`config.mk`:
```
export PLATFORM = sky130hd
export DESIGN_NAME = input_decoder_flat
export DESIGN_NICKNAME = d
export VERILOG_FILES = /design/src/rtl/flappy_pkg.sv /design/src/rtl/input_decoder_if.sv /design/src/rtl/pulse_stretcher.sv /design/src/rtl/input_decoder.sv /design/src/flat_wrapper.sv
export SDC_FILE = /design/constraint.sdc
export NUM_CORES = 1
export LEC_CHECK = 0
export BUFFER_PORTS_ARGS = -buffer_cell sky130_fd_sc_hd__buf_2
export CORE_AREA = 2 2 50 52
export CTS_CLUSTER_DIAMETER = 30
export DETAILED_ROUTE_END_ITERATION = 16
export DIE_AREA = 0 0 52 54
export MAX_ROUTING_LAYER = met4
export PLACE_DENSITY = 0.72
export SLEW_MARGIN = 25
export SYNTH_ARGS = -nofsm -noshare
export SYNTH_HDL_FRONTEND = slang
export SYNTH_SLANG_ARGS = --single-unit
```
`constraint.sdc`:
```
create_clock -name clk -period 2.44 [get_ports clk]
set_clock_uncertainty 0.05 [all_clocks]
set_input_delay 0.244 -clock clk [delete_from_list [all_inputs] [get_ports clk]]
set_output_delay 0.244 -clock clk [all_outputs]
set_load 0.1 [all_outputs]
```
`src/rtl/flappy_pkg.sv`:
```
// Key codes and decoder state encoding shared by the input path of the game.
// Latency: none (declarations only).
// Backpressure: none.
package flappy_pkg;

    localparam logic [7:0] KEY_SPACE    = 8'd32;
    localparam logic [7:0] KEY_W        = 8'h77;
    localparam logic [7:0] KEY_P        = 8'h70;
    localparam logic [7:0] KEY_Q        = 8'h71;
    localparam logic [7:0] KEY_ESC      = 8'h1B;
    localparam logic [7:0] KEY_LBRACK   = 8'h5B;
    localparam logic [7:0] KEY_UP_FINAL = 8'h41;

    typedef enum logic [1:0] {
        ST_IDLE = 2'd0,
        ST_ESC  = 2'd1,
        ST_CSI  = 2'd2
    } state_t;

    // Saturating increment for the drop counter (sticks at 8'hFF).
    function automatic logic [7:0] sat_inc8(input logic [7:0] v);
        return (v == 8'hFF) ? v : v + 8'd1;
    endfunction

endpackage

```
`src/rtl/input_decoder_if.sv`:
```
// Byte stream from io into the decoder and decoded game commands out of it.
// Latency: none (wiring only).
// Backpressure: none; the io stage pushes one byte per cycle when inp_valid is high.
// Ports: inp/inp_valid (io -> decoder); flap, flap_held, paused, quit, drop_cnt (decoder -> controller).
interface input_decoder_if;
    logic [7:0] inp;
    logic       inp_valid;
    logic       flap;
    logic       flap_held;
    logic       paused;
    logic       quit;
    logic [7:0] drop_cnt;

    // master: the byte source (io stage / bench); slave: the decoder
    modport master (
        output inp, inp_valid,
        input  flap, flap_held, paused, quit, drop_cnt
    );
    modport slave (
        input  inp, inp_valid,
        output flap, flap_held, paused, quit, drop_cnt
    );
endinterface

```
`src/rtl/pulse_stretcher.sv`:
```
// Stretches a one-cycle trigger into a level held for HOLD_LEN cycles; re-trigger reloads.
// Latency: out rises the cycle after the edge that samples trig.
// Backpressure: none; en=0 freezes the counter in place.
// Ports: clk, rst (sync, active-high), en (advance/load enable), trig (load pulse), out (held level).
module pulse_stretcher #(
    parameter int HOLD_LEN = 5
) (
    input  logic clk,
    input  logic rst,
    input  logic en,
    input  logic trig,
    output logic out
);
    localparam int              CW   = $clog2(HOLD_LEN + 1);
    localparam logic [CW-1:0]   LOAD = CW'(HOLD_LEN);

    logic [CW-1:0] cnt_q;

    always_ff @(posedge clk) begin
        if (rst) begin
            cnt_q <= '0;
        end else if (en) begin
            if (trig) begin
                cnt_q <= LOAD;
            end else if (cnt_q != '0) begin
                cnt_q <= cnt_q - 1'b1;
            end
        end
    end

    assign out = (cnt_q != '0);

endmodule

```
`src/rtl/input_decoder.sv`:
```
// Decodes raw stdin bytes (incl. ESC [ A arrow sequences) into flap/pause/quit commands.
// Latency: all outputs registered; a byte sampled at edge N shows on outputs after edge N.
// Backpressure: none; every valid byte is consumed the cycle it is presented.
// Ports: clk, rst (sync, active-high), bus (input_decoder_if.slave: inp, inp_valid in; flap,
//        flap_held, paused, quit, drop_cnt out).
module input_decoder #(
    parameter int HOLD_LEN    = 5,
    parameter int ESC_TIMEOUT = 3
) (
    input  logic             clk,
    input  logic             rst,
    input_decoder_if.slave   bus
);
    import flappy_pkg::*;

    localparam int            TW         = (ESC_TIMEOUT > 1) ? $clog2(ESC_TIMEOUT) : 1;
    localparam logic [TW-1:0] TIMER_LAST = TW'(ESC_TIMEOUT - 1);

    state_t        state_q, state_d;
    logic [TW-1:0] timer_q, timer_d;
    logic          paused_q, paused_d;
    logic          quit_q, quit_d;
    logic          flap_q, flap_d;
    logic [7:0]    drop_q, drop_d;
    logic          want_flap;
    logic          do_drop;
    logic          dispatch;

    always_ff @(posedge clk) begin
        if (rst) begin
            state_q  <= ST_IDLE;
            timer_q  <= '0;
            paused_q <= 1'b0;
            quit_q   <= 1'b0;
            flap_q   <= 1'b0;
            drop_q   <= 8'h00;
        end else begin
            state_q  <= state_d;
            timer_q  <= timer_d;
            paused_q <= paused_d;
            quit_q   <= quit_d;
            flap_q   <= flap_d;
            drop_q   <= drop_d;
        end
    end

    always_comb begin
        state_d   = state_q;
        timer_d   = timer_q;
        paused_d  = paused_q;
        quit_d    = quit_q;
        drop_d    = drop_q;
        want_flap = 1'b0;
        do_drop   = 1'b0;
        dispatch  = 1'b0;

        // Once quit is set the decoder is inert: nothing below is evaluated.
        if (!quit_q) begin
            case (state_q)
                ST_IDLE: begin
                    dispatch = bus.inp_valid;
                end
                ST_ESC: begin
                    if (bus.inp_valid) begin
                        if (bus.inp == KEY_LBRACK) begin
                            state_d = ST_CSI;
                            timer_d = '0;
                        end else begin
                            // Not a CSI introducer: handle the byte as if ESC never came.
                            state_d  = ST_IDLE;
                            dispatch = 1'b1;
                        end
                    end else if (timer_q == TIMER_LAST) begin
                        // A lone ESC key press means quit.
                        quit_d  = 1'b1;
                        state_d = ST_IDLE;
                        timer_d = '0;
                    end else begin
                        timer_d = timer_q + 1'b1;
                    end
                end
                ST_CSI: begin
                    if (bus.inp_valid) begin
                        state_d = ST_IDLE;
                        if (bus.inp == KEY_UP_FINAL) begin
                            want_flap = 1'b1;
                        end else begin
                            do_drop = 1'b1;
                        end
                    end else if (timer_q == TIMER_LAST) begin
                        do_drop = 1'b1;
                        state_d = ST_IDLE;
                        timer_d = '0;
                    end else begin
                        timer_d = timer_q + 1'b1;
                    end
                end
                default: begin
                    state_d = ST_IDLE;
                    timer_d = '0;
                end
            endcase

            if (dispatch) begin
                case (bus.inp)
                    KEY_SPACE, KEY_W: want_flap = 1'b1;
                    KEY_P:            paused_d  = ~paused_q;
                    KEY_Q:            quit_d    = 1'b1;
                    KEY_ESC: begin
                        // Overrides the return-to-IDLE above when ESC follows ESC.
                        state_d = ST_ESC;
                        timer_d = '0;
                    end
                    default:          do_drop   = 1'b1;
                endcase
            end

            if (do_drop) begin
                drop_d = sat_inc8(drop_q);
            end
        end

        flap_d = want_flap && !paused_q && !quit_q;
    end

    pulse_stretcher #(
        .HOLD_LEN (HOLD_LEN)
    ) u_hold (
        .clk  (clk),
        .rst  (rst),
        .en   (~quit_q),
        .trig (flap_d),
        .out  (bus.flap_held)
    );

    assign bus.flap     = flap_q;
    assign bus.paused   = paused_q;
    assign bus.quit     = quit_q;
    assign bus.drop_cnt = drop_q;

endmodule

```
`src/flat_wrapper.sv`:
```
// flat-port wrapper written by rule: the top's interface ports become plain ports
module input_decoder_flat import flappy_pkg::*;
#(
    parameter int HOLD_LEN    = 5,
    parameter int ESC_TIMEOUT = 3
)
  (clk, rst, bus_inp, bus_inp_valid, bus_flap, bus_flap_held, bus_paused, bus_quit, bus_drop_cnt);
  input_decoder_if bus_i ();
  input  logic clk;
  input  logic rst;
  input wire logic [$bits(bus_i.inp)-1:0] bus_inp;
  input wire logic [$bits(bus_i.inp_valid)-1:0] bus_inp_valid;
  output wire logic [$bits(bus_i.flap)-1:0] bus_flap;
  output wire logic [$bits(bus_i.flap_held)-1:0] bus_flap_held;
  output wire logic [$bits(bus_i.paused)-1:0] bus_paused;
  output wire logic [$bits(bus_i.quit)-1:0] bus_quit;
  output wire logic [$bits(bus_i.drop_cnt)-1:0] bus_drop_cnt;
  assign bus_i.inp = bus_inp;
  assign bus_i.inp_valid = bus_inp_valid;
  assign bus_flap = bus_i.flap;
  assign bus_flap_held = bus_i.flap_held;
  assign bus_paused = bus_i.paused;
  assign bus_quit = bus_i.quit;
  assign bus_drop_cnt = bus_i.drop_cnt;
  input_decoder #(.HOLD_LEN(HOLD_LEN), .ESC_TIMEOUT(ESC_TIMEOUT)) u_core (.clk(clk), .rst(rst), .bus(bus_i));
endmodule
```
==> impl_metrics.tcl, run 1 <==
set metrics [dict create \
    status "completed" \
    cts_tree "built" \
    cap_violations 0 \
    count_of_buffers_inserted_at_the_top_level_ports 22 \
    post_synth_num_cell_types 50 \
    final_replace_weighted_congestion 0.928 \
    timing.final.crit_period_ns 2.08 \
    synth.top_cell.area_share 0.309 \
    drt_pre_antenna_iters 4 \
    antenna_violations_before_repair 0 \
    floorplan.die_area_mm2 0.00281 \
    synth_enable_flop_cells 0 \
    post_drt_wl_per_cell_um 13.1 \
    placementRows 18 \
    slew-limit-headroom 0.578 \
    clock_path_buffers 2 \
    timing.reg2reg.setup_slack_ns 0.36 \
    grt_pass1_wl_um 4140 \
    clock_sink_total 18 \
    achievable-frequency_mhz 481 \
    dp.final_hpwl_um 1920 \
    r2r_end "u_core.bus.drop_cnt[6]" \
    clkSlewWorstSetupHoldPaths_ns 0.11 \
    min-delay-start "bus_inp[0]" \
    r2r.worst_path.cells 5 \
    globalRoute.totalOverflow 0 \
    detail_route.iter0.violations 29 \
    final_cell_count_no_fill 190 \
    global_route.usage.total 0.204 \
    detail_route.drc_violations 0 \
    floorplan.io_pins 23 \
    accumulated_negative_setup_slack_ns 0 \
    leading_cell_types_by_total_area_after_synthesis "sky130_fd_sc_hd__dfxtp_1 (31%), sky130_fd_sc_hd__nor2_1 (5.8%), sky130_fd_sc_hd__a21oi_1 (4.3%), sky130_fd_sc_hd__nor2b_1 (3.8%), sky130_fd_sc_hd__ha_1 (3.2%)" \
    hold-path-endpoint "u_core.bus.quit" \
    worst-endpoint-arrival_ns 2.22 \
    postCtsSetupRepairBufs 0 \
    timing.critical_path.required_ns 2.59 \
    detail-route-antenna-nets 0 \
    setup_viol 0 \
    total_leakage_power_nw 0.526 \
    first_global_vias 946 \
    totalWireLength_um 2490 \
    postSynth.topFlopCell "sky130_fd_sc_hd__dfxtp_1" \
    layout.nets 175 \
    synthesized_area_per_cell_um2 8.39 \
    yosysWarnings 0 \
    numPlacedInstances 186 \
    ctsRootBufferMaster "sky130_fd_sc_hd__clkbuf_4" \
    worstReg2RegStart "u_core.bus.quit" \
    start_util 0.503 \
    worstSkewPairLatency_ns 0.30 \
    areaGrowthSynthToFinish_pct 13.6 \
    yosys_reg_bits 18 \
    synth.largest_area_cell "sky130_fd_sc_hd__dfxtp_1" \
    via_count 1101 \
    routed_via_density 5.79 \
    whs_path_depth 3 \
    post_cts_hold_buffer_count 0 \
    hold_path_class "in2reg" \
    h-tree-depth 1 \
    cp-end-kind "register" \
    post_synth_instance_area_mm2 0.00117 \
    coreArea_mm2 0.00232 \
    grt_max_degree 26 \
    synth_async_reset_ratio 0 \
    ys_top_cells_by_count "sky130_fd_sc_hd__dfxtp_1 (18), sky130_fd_sc_hd__nor2_1 (18), sky130_fd_sc_hd__a21oi_1 (10), sky130_fd_sc_hd__inv_1 (8), sky130_fd_sc_hd__nor2b_1 (7)" \
    power.density_mw_per_mm2 636 \
    number_of_diodes 0 \
    proportion_of_layout_cells_with_a_drive_suffix_above_1 0.225 \
    worst_ir_drop_vdd_mv 0.414 \
    synth.yosys.seq_area_share 0.309 \
    syn-num-nets 153 \
    critical_path.startpoint_type "register" \
    dieHeight_um 54 \
    setup_repair_after_global_routing_missed_its_margin "false" \
    timing.final.hold_violations 0 \
    transition_time_at_the_pin_with_the_least_slew_margin_ns 0.617 \
    report.final.slew_viol_count 0 \
    synthesis.instances 139 \
    cts-buffers-inserted 3 \
    max_fo_critical_path 10 \
    die_width_um 52 \
    gates_resized_cts_repair 0 \
    final.period_utilization 0.852 \
    kind_of_critical_path "reg2reg" \
]
## registers in the layout, indices dropped and copies added, names as in the netlist
register and count:
u_core.bus.flap 1, u_core.bus.drop_cnt 8, u_core.state_q 2, u_core.bus.paused 1, u_core.u_hold.cnt_q 3, u_core.bus.quit 1
u_core.timer_q 2
## where the power goes
part	leakage [nW]	internal, mW	total (mW)	switching (mW)
Clock	0.0210	0.0910	0.186	0.0952
Combinational	0.359	0.0943	0.320	0.226
Sequential	0.147	0.319	0.337	0.0181
## kinds of logic (layout without fill, tap and decap cells)
group           after synthesis  after routing  share of synthesized area
buf+inv                      13             34                     0.0483
xor+xnor                      3              3                     0.0225
compound gates               35             35                      0.219
mux                           6              6                     0.0569
fa+ha+maj                     3              3                     0.0322
flops                        18             18                      0.309
simple gates                 61             61                      0.312
## how the worst max path moves through the flow
stage | start | to | slack (ns) | cells past startpoint
5_1_grt | u_core.state_q[1] | u_core.bus.drop_cnt[4] | 0.22 | 5
2_1_floorplan | u_core.bus.drop_cnt[0] | u_core.bus.drop_cnt[0] | 0.05 | 5
4_1_cts | u_core.bus.quit | u_core.bus.drop_cnt[6] | 0.37 | 5
3_5_place_dp | bus_inp[7] | u_core.bus.drop_cnt[6] | 0.32 | 6
6_report | u_core.bus.quit | u_core.bus.drop_cnt[6] | 0.36 | 5
3_3_place_gp | bus_inp[7] | u_core.bus.drop_cnt[6] | 0.36 | 6
## critical path, stage by stage (launching register included)
cell,delay [ns]
sky130_fd_sc_hd__dfxtp_2,0.39
sky130_fd_sc_hd__or3b_1,0.39
sky130_fd_sc_hd__a31oi_1,0.24
sky130_fd_sc_hd__o211ai_2,0.25
sky130_fd_sc_hd__a211oi_1,0.32
sky130_fd_sc_hd__mux2_1,0.34
## cell usage in the layout, fill, tap and decap left out, drive strengths merged, types with 3 or more instances in the layout
master	Yosys	final
dfxtp	18	18
clkbuf	4	4
a31oi	4	4
ha	3	3
nor2b	7	7
or3	3	3
a211oi	4	4
a21oi	10	10
mux2	5	5
nand2b	5	5
nand3	4	4
buf	1	22
a2bb2oi	3	3
inv	8	8
nand2	4	4
nor2	18	18
## stage by stage
stage	hold WS (ns)	instance area, µm²	utilization	power [mW]	setup WS, ns
2_1_floorplan	0.343	1170	-	0.602	0.0485
3_3_place_gp	0.458	1290	0.556	0.651	0.361
3_5_place_dp	0.472	1290	0.556	0.664	0.321
4_1_cts	0.203	1330	0.571	0.850	0.372
5_1_grt	0.245	1330	0.571	0.891	0.218
6_report	0.221	1330	0.571	0.843	0.362
## metal layers
metal / vias to the layer above / track usage / part of all wire
li1: 557 / - / -
met4: 0 / 0.105 / 0.018
met2: 32 / 0.321 / 0.47
met5: - / - / 0
met3: 4 / 0.0167 / 0.041
met1: 508 / 0.263 / 0.47
## layout make-up
| class | count | area [µm²] |
|---|---|---|
| fillers | 217 | 995 |
| multi-input cells | 108 | 749 |
| flip-flops and latches | 18 | 362 |
| repair buffers | 22 | 110 |
| well taps | 30 | 37.5 |
| clock buffers | 4 | 36.3 |
| inverters | 8 | 30.0 |
Power figures use the tool's default switching activity.
==> run 2: changes to the inputs <==
--- a/config.mk
+++ b/config.mk
@@ -12,6 +12,7 @@
 export DIE_AREA = 0 0 52 54
 export MAX_ROUTING_LAYER = met4
 export PLACE_DENSITY = 0.72
+export SETUP_SLACK_MARGIN = 0.5
 export SLEW_MARGIN = 25
 export SYNTH_ARGS = -nofsm -noshare
 export SYNTH_HDL_FRONTEND = slang
==> run 2 against run 1 <==
Compared with the run above: design area is 6.4% higher; cell count is 2.6% higher; via count is 6.4% higher; power is 2.9% lower; highest routed layer unchanged; clock-buffer cell count stayed put; register-to-register slack better by 0.16 ns; sequential power hardly changed; combinational power is 2% higher; fmax is 8.4% higher.
==> impl_metrics.tcl, run 2 (synthesis results as in run 1) <==
set metrics [dict create \
    status "completed" \
    timing.critical_path.slowest_cell_delay_ns 0.40 \
    coreArea_mm2 0.00232 \
    placed_cell_area_mm2 0.00131 \
    hold_path_class "in2reg" \
    routed_via_density 6.01 \
    detail_route.iter0.violations 29 \
    grt_max_degree 26 \
    proportion_of_layout_cells_with_a_drive_suffix_above_1 0.333 \
    accumulated_negative_setup_slack_ns 0 \
    timing.reg2reg.setup_slack_ns 0.52 \
    finalCoreUtilization 0.608 \
    cts_tree "built" \
    power.density_mw_per_mm2 580 \
    global_route.usage.total 0.206 \
    transition_time_at_the_pin_with_the_least_slew_margin_ns 0.581 \
    worstSkewPairLatency_ns 0.29 \
    h-tree-depth 1 \
    numPlacedInstances 186 \
    final_common_cell "sky130_fd_sc_hd__buf_2" \
    floorplan.die_area_mm2 0.00281 \
    count_of_buffers_inserted_at_the_top_level_ports 22 \
    clock_sink_total 18 \
    setup_repair_after_global_routing_missed_its_margin "true" \
    start_util 0.503 \
    slew-limit-headroom 0.603 \
    dieHeight_um 54 \
    setup_viol 0 \
    hold-path-endpoint "u_core.bus.quit" \
    ctsRootBufferMaster "sky130_fd_sc_hd__clkbuf_4" \
    timing.critical_path.max_delay_family "compound AO/OA/AOI/OAI gates" \
    cts-buffers-inserted 3 \
    kind_of_critical_path "reg2reg" \
    worst_ir_drop_vdd_mv 0.475 \
    floorplan.io_pins 23 \
    placementRows 18 \
    final_area_mm2 0.00141 \
    critical_path.n_buffers_inverters 0 \
    final_cell_count_no_fill 195 \
    critical_path.cell_chain "or3b_4, a31oi_4, o211ai_4, a211oi_2, mux2_4" \
    layout.nets 180 \
    via_count 1172 \
    detail_route.drc_violations 0 \
    final.period_utilization 0.786 \
    total_leakage_power_nw 0.566 \
    cpMaxStageDelayCell "sky130_fd_sc_hd__or3b_4" \
    critical_path.startpoint_type "register" \
    whs_path_depth 3 \
    dp.final_hpwl_um 1930 \
    number_of_diodes 0 \
    clkSlewWorstSetupHoldPaths_ns 0.11 \
    areaGrowthSynthToFinish_pct 20.9 \
    first_global_vias 997 \
    r2r.worst_path.cells 5 \
    cp-end-kind "register" \
    detail-route-antenna-nets 0 \
    power_mw 0.818 \
    timing.final.crit_period_ns 1.92 \
    worstReg2RegStart "u_core.state_q[1]" \
    post_cts_hold_buffer_count 0 \
    clock_path_buffers 2 \
    r2r_end "u_core.bus.drop_cnt[4]" \
    most-common-layout-cells "sky130_fd_sc_hd__buf_2 (22), sky130_fd_sc_hd__nor2_1 (18), sky130_fd_sc_hd__a21oi_1 (10)" \
    timing.critical_path.required_ns 2.58 \
    drt_pre_antenna_iters 4 \
    achievable-frequency_mhz 521 \
    globalRoute.totalOverflow 0 \
    antenna_violations_before_repair 0 \
    cap_violations 0 \
    totalWireLength_um 2720 \
    grt_pass1_wl_um 4240 \
    max_fo_critical_path 8 \
    min-delay-start "bus_inp[0]" \
    max_ffs_per_register 8 \
    final_replace_weighted_congestion 0.918 \
    worst-endpoint-arrival_ns 2.06 \
    post_drt_wl_per_cell_um 13.9 \
    report.final.slew_viol_count 0 \
    timing.final.hold_violations 0 \
    die_width_um 52 \
]
==> run 2: cell count changes in the layout (fill, tap and decap cells not counted), moves of 2 or more <==
cell / previous run / this run
sky130_fd_sc_hd__a211oi_2: 0 / 2
sky130_fd_sc_hd__dfxtp_2: 1 / 9
sky130_fd_sc_hd__dfxtp_1: 17 / 7
sky130_fd_sc_hd__buf_4: 0 / 5
sky130_fd_sc_hd__dfxtp_4: 0 / 2
sky130_fd_sc_hd__a211oi_1: 4 / 2
==> run 2: worst reg2reg max path, delay by kind of cell (launching register included) <==
family	cells	cell delay [ns]
AO/OA/AOI/OAI	3	0.68
multiplexers	1	0.32
flip-flops	1	0.38
AND/OR/NAND/NOR	1	0.40
==> run 2: report_power, final <==
group	internal [mW]	switching (mW)	total (mW)
Clock	0.0636	0.0944	0.158
Sequential	0.318	0.0166	0.334
Combinational	0.0984	0.228	0.326
Total	0.479	0.339	0.818
==> run 2: timing repair <==
action / CTS / global route
setup buffers: 1 / 4
setup endpoints to repair: 6 / 5
resized for setup: 4 / 4
pin swaps: 1 / 2
==> run 2: layer usage <==
layer  share of wire  GRT usage  vias up
li1                -          -      570
met1            0.46      0.260      552
met2            0.48      0.335       44
met3           0.043    0.00833        6
met4           0.021      0.110        0
met5               0          -        -
==> run 2: area by class of cell <==
class	count	area, µm²
Fill cell	209	910
Sequential cell	18	379
Clock buffer	4	26.3
Multi-Input combinational cell	108	790
Tap cell	30	37.5
Inverter	8	30.0
Timing Repair Buffer	27	148
==> run 2: worst max-delay path by stage <==
stage                       from                      to  slack, ns  cells after the start
6_report       u_core.state_q[1]  u_core.bus.drop_cnt[4]       0.52                      5
5_1_grt          u_core.bus.quit  u_core.bus.drop_cnt[4]       0.48                      5
2_1_floorplan    u_core.bus.quit  u_core.bus.drop_cnt[6]       0.34                      6
3_5_place_dp          bus_inp[7]  u_core.bus.drop_cnt[4]       0.29                      6
4_1_cts          u_core.bus.quit  u_core.bus.drop_cnt[4]       0.52                      5
3_3_place_gp          bus_inp[0]  u_core.bus.drop_cnt[6]       0.37                      6
==> run 2: per-stage QoR <==
stage,hold slack (ns),setup slack [ns]
6_report,0.231,0.522
5_1_grt,0.276,0.479
4_1_cts,0.200,0.515
3_5_place_dp,0.460,0.292
3_3_place_gp,0.432,0.368
2_1_floorplan,0.341,0.345
